--- src/rtl/ram_arbiter.sv ---
// rtl/ram_arbiter.sv - single-port RAM arbiter between CPU and a debug read port (optional stall counter: RAM_ARB_STATS_EN)
module ram_arbiter #(
  parameter int ADDR_BITS = 12,
  parameter int MAX_WAIT  = 4
) (
  input  logic                 clk,
  input  logic                 rst,
  input  logic                 cpu_req,
  input  logic [ADDR_BITS-3:0] cpu_addr,
  input  logic                 cpu_rw,
  input  logic [3:0]           cpu_sel,
  input  logic [31:0]          cpu_wdata,
  output logic [31:0]          cpu_rdata,
  output logic                 cpu_stall,
  input  logic                 dbg_req,
  input  logic [ADDR_BITS-3:0] dbg_addr,
  output logic                 dbg_ack,
  output logic [31:0]          dbg_rdata,
  output logic [ADDR_BITS-3:0] ram_addr,
  output logic [31:0]          ram_data_in,
  output logic [3:0]           ram_sel,
  output logic                 ram_rw,
  input  logic [31:0]          ram_data_out,
  output logic [31:0]          stall_cycles
);

  localparam logic [3:0] LP_MAX_WAIT = 4'(MAX_WAIT);

  typedef enum logic {ST_ARB = 1'b0, ST_ACK = 1'b1} state_t;

  state_t      r_state;
  logic [3:0]  r_wait_cnt;
  logic        r_dbg_ack;
  logic [31:0] r_dbg_rdata;

  logic w_in_arb;
  logic w_dbg_grant;
  logic w_cpu_grant;

  // A reset cycle arbitrates as if the FSM were already back in ARB
  assign w_in_arb    = rst || (r_state == ST_ARB);
  assign w_dbg_grant = w_in_arb && dbg_req && (!cpu_req || (r_wait_cnt >= LP_MAX_WAIT));
  assign w_cpu_grant = cpu_req && !w_dbg_grant;

  assign cpu_stall   = cpu_req && !w_cpu_grant;
  assign cpu_rdata   = ram_data_out;
  assign dbg_ack     = r_dbg_ack;
  assign dbg_rdata   = r_dbg_rdata;
  assign ram_data_in = cpu_wdata;

  // Steer the single RAM port to whichever requester owns this cycle
  always_comb begin
    ram_addr = cpu_addr;
    ram_rw   = 1'b0;
    ram_sel  = 4'b0000;
    if (w_dbg_grant) begin
      ram_addr = dbg_addr;
      ram_sel  = 4'b1111;
    end else if (w_cpu_grant) begin
      ram_rw  = cpu_rw && !rst;
      ram_sel = cpu_sel;
    end
  end

  // Two-state FSM: capture debug data at the grant edge, acknowledge in ACK
  always_ff @(posedge clk) begin
    if (rst) begin
      r_state     <= ST_ARB;
      r_dbg_ack   <= 1'b0;
      r_dbg_rdata <= 32'h0;
    end else begin
      case (r_state)
        ST_ARB: begin
          if (w_dbg_grant) begin
            r_state     <= ST_ACK;
            r_dbg_ack   <= 1'b1;
            r_dbg_rdata <= ram_data_out;
          end else begin
            r_dbg_ack <= 1'b0;
          end
        end
        ST_ACK: begin
          r_state   <= ST_ARB;
          r_dbg_ack <= 1'b0;
        end
        default: begin
          r_state   <= ST_ARB;
          r_dbg_ack <= 1'b0;
        end
      endcase
    end
  end

  // Starvation counter for a denied debug request, saturating at MAX_WAIT
  always_ff @(posedge clk) begin
    if (rst || !dbg_req || w_dbg_grant) begin
      r_wait_cnt <= 4'd0;
    end else if (r_wait_cnt < LP_MAX_WAIT) begin
      r_wait_cnt <= r_wait_cnt + 4'd1;
    end
  end

`ifdef RAM_ARB_STATS_EN
  logic [31:0] r_stall_cycles;

  // Free-running count of stalled CPU cycles, wraps naturally
  always_ff @(posedge clk) begin
    if (rst) begin
      r_stall_cycles <= 32'h0;
    end else if (cpu_stall) begin
      r_stall_cycles <= r_stall_cycles + 32'd1;
    end
  end

  assign stall_cycles = r_stall_cycles;
`else
  assign stall_cycles = 32'h0;
`endif

endmodule

--- config.mk ---
export PLATFORM = sky130hd
export DESIGN_NAME = ram_arbiter
export DESIGN_NICKNAME = d
export VERILOG_FILES = /design/src/rtl/ram_arbiter.sv
export SDC_FILE = /design/constraint.sdc
export NUM_CORES = 1
export LEC_CHECK = 0
export ABC_CLOCK_PERIOD_IN_PS = 1500
export BUFFER_PORTS_ARGS = -buffer_cell sky130_fd_sc_hd__buf_2
export CAP_MARGIN = 30
export CORE_MARGIN = 5
export CORE_UTILIZATION = 39
export CTS_BUF_LIST = sky130_fd_sc_hd__clkbuf_8
export DETAILED_ROUTE_END_ITERATION = 12
export GPL_TIMING_DRIVEN = 0
export PLACE_DENSITY = 0.93
export SLEW_MARGIN = 25
export SYNTH_ARGS = -nofsm -noshare
export SYNTH_HDL_FRONTEND = slang
export SYNTH_SLANG_ARGS = --single-unit
--- constraint.sdc ---
create_clock -name clk -period 1.5 [get_ports clk]
set_input_delay 0.075 -clock clk [delete_from_list [all_inputs] [get_ports clk]]
set_output_delay 0.075 -clock clk [all_outputs]
set_load 0.01 [all_outputs]
==> key figures <==
Status
  • Outcome: finished with violations
  • Failing checks: setup timing

Timing
  • Setup ws final: -194 ps
  • Final setup TNS: -1990 ps
  • Hold slack final: 56.3 ps
  • Slew Viols, Final: 0
  • Unrepaired setup endpoints after global routing: yes
  • Worst clock skew: 3.71 ps
  • Final hold viol count: 0
  • Max Freq: 590 MHz
  • Final Setup Violations: 16
  • Minimum clock period: 1690 ps
  • Tcrit/Tclk final: 113%

Routing
  • # DRC: 0
  • 1st-iter DRT viols: 31
  • DR pass1 iterations: 4
  • WL/cell: 13.1 um
  • ANT nets after route: 0
  • Total Routed Length: 7560 um
  • Via Count: 2,391
  • Via density: 4.16

Global route
  • Largest net degree at the start of global routing: 11
  • Initial antenna violation count: 0
  • First-pass GRT wire length: 11,300 um
  • Grt ovf: 0
  • GRT Overall Usage: 16.4%
  • Vias in the first global route: 2,390

Clock network
  • Max clock buf depth: 2
  • Worst-path clk slew: 70 ps
  • Worst skew pair latency: 280 ps
  • CTS tree: built
  • CTS sink cnt: 37
  • # H-tree levels: 2
  • Root Buffer Master: clkbuf_8
  • Hold buffers post-CTS: 0
  • TritonCTS Buffers: 5

Layout
  • Post-layout util: 60.6%
  • Post-route cell area: 3890 um^2
  • Share of cells above drive strength 1: 60.4%
  • Fin nets: 592
  • P&R area growth vs syn: 48.9%
  • Fillers: 558
  • Number of diodes: 0

Logic synthesis
  • Multiplexer share of the synthesized area: 17.1%
  • Synth Area in XOR/XNOR: 0.335%
  • Cells after Synth: 281
  • Synth warn: 0
  • Netlist Area Pre-Place: 2610 um^2
  • Largest cells by area after synthesis: dfxtp_1 28%, buf_4 28%, nand2b_1 16%, mux2i_1 12%, buf_12 3.1%
  • Post-synthesis sequential area ratio: 28.4%
  • Mapped Avg Cell Area: 9.30 um^2
  • Yosys top cell area share: 28.4%
  • Largest family of logic cells by synthesized area: buffers and inverters
  • Synth Area in Compound Gates: 0.766%
  • #FFs+latches synth: 37
  • Yosys top cell by area: dfxtp_1
  • Simple-Gate Fraction of Synth Area: 20.4%
  • Synth cell types: 22
  • Synth Area in Adders: 0.479%

Critical path
  • Worst Setup End Kind: output port
  • Required time of the worst setup path: 1420 ps
  • Top delay family on crit path: simple AND/OR/NAND/NOR gates
  • Crit-path max cell delay: 350 ps
  • CP Class: flop to output port
  • CP max FO: 8
  • Kind of start point of the critical path: flop
  • Cell at the slowest stage of the critical path: dfxtp_4
  • CP Buf/Inv Count: 2
  • Critical path, cell by cell: nor3b_4, nand3b_4, buf_12, mux2_4, buf_6
  • Arr. time, crit path: 1620 ps

Place
  • I/O Buffers: 173
  • Placed instance area: 3690 um^2
  • DP Wirelength: 6390 um
  • Gpl congestion: 0.712

Hold path
  • Hold crit path type: input pin to flop

Floorplanning
  • FP Rows: 29
  • Core Region: 6420 um^2
  • Die width: 91.8 um
  • Initial Util: 40.7%
  • Die extent in y: 91.8 um
  • Top-level I/O count: 238
  • Full die area: 8440 um^2

Power
  • Maximum vdd drop: 420 uV
  • Pwr per Cell Area: 668 nW/um^2
  • LEAKAGE: 2.16 nW
  • Power consumption: 2.60 mW

Job
  • Max-cap violations: 0
[final timing paths]
path                                  startpoint             to  slack [ps]  depth (start not counted)
worst min-delay path            ram_data_out[17]  dbg_rdata[17]          60                          3
worst min register to register     dbg_rdata[10]  dbg_rdata[10]         470                          2
worst max register to register     r_wait_cnt[2]  dbg_rdata[15]         200                          6
worst max-delay path               r_wait_cnt[3]    ram_addr[5]        -190                          5
[sequential cells by signal (all words and copies together) (netlist names)]
register / cells
dbg_ack: 1
dbg_rdata: 32
r_wait_cnt: 4
[cells in the final DEF, fill, tap and decap left out, types with 2 or more instances in the layout]
cell type  count
nor2b_1        2
inv_1          3
mux2i_1       32
buf_4        101
nand2b_1      65
buf_12         4
clkbuf_8       6
conb_1        32
dfxtp_1       35
mux2_2         5
clkbuf_1       7
nand2_1        9
nor2_1         5
mux2_4         5
o21ai_0        2
buf_6          7
dfxtp_4        2
buf_2        167
a21oi_1        2
[routing by layer]
| metal | vias to the layer above | global-route usage (%) | part of all wire (%) |
|---|---|---|---|
| li1 | 1187 | - | - |
| met1 | 1075 | 15.5 | 34 |
| met2 | 127 | 32.6 | 54 |
| met3 | 2 | 6.71 | 11 |
| met4 | 0 | 3.59 | 0.38 |
| met5 | - | 0 | 0 |
[cell type report]
| cell class | count | area (um^2) | area share [%] |
|---|---|---|---|
| repair buffers | 179 | 968 | 24.9 |
| inverters | 2 | 7.51 | 0.193 |
| well taps | 77 | 96.3 | 2.48 |
| clock buffers | 6 | 82.6 | 2.12 |
| flip-flops and latches | 37 | 748 | 19.2 |
| multi-input cells | 165 | 1150 | 29.5 |
| plain buffers | 108 | 838 | 21.5 |
| clock inverters | 1 | 3.75 | 0.0965 |
[worst reg2reg max path: stages (launching register included)]
cell,delay (ps)
dfxtp_4,360
nor3b_4,40
buf_4,130
nor3b_2,170
buf_6,180
buf_12,150
mux2i_1,200
[power breakdown]
group | switching, mW | internal, mW | total, mW
combinational | 0.371 | 0.487 | 0.858
sequential | 0.0240 | 1.03 | 1.05
clock | 0.332 | 0.358 | 0.690
total | 0.727 | 1.87 | 2.60
[through the flow]
step / setup slack [ps] / std cells
after detailed placement: 7.84 / 562
after floorplan: 222 / 312
after global routing: -257 / 575
after global placement: 38.5 / 562
after CTS: -206 / 572
final: -194 / 575
[synthesized netlist by cell type]
library cell  instances
nor2b_1               2
nand3b_4              1
ha_1                  1
dfxtp_1              37
and4b_1               1
buf_12                4
conb_1                1
nor2_1                5
nand2b_1             65
mux2_2                6
nand2_1               9
o21ai_0               2
buf_4                96
buf_6                 1
nor3b_2               1
mux2i_1              32
mux2_4                4
clkbuf_1              7
a21oi_1               2
nor3b_4               1
xnor2_1               1
inv_1                 2
[cells by family (layout without fill, tap and decap cells)]
kind of cell / after synthesis / count (layout)
other: 1 / 32
XOR/XNOR: 1 / 1
multiplexers: 42 / 42
flip-flops: 37 / 37
adder cells (fa/ha/maj): 1 / 1
AND/OR/NAND/NOR: 85 / 85
AO/OA/AOI/OAI: 4 / 4
buffers and inverters: 110 / 296
[repair_timing]
action,in CTS,in global routing
gates cloned,1,0
pin swaps,1,1
buffers inserted,2,3
setup endpoints to repair,16,16
resized for setup,8,4
(Power assumes the default switching activity.)
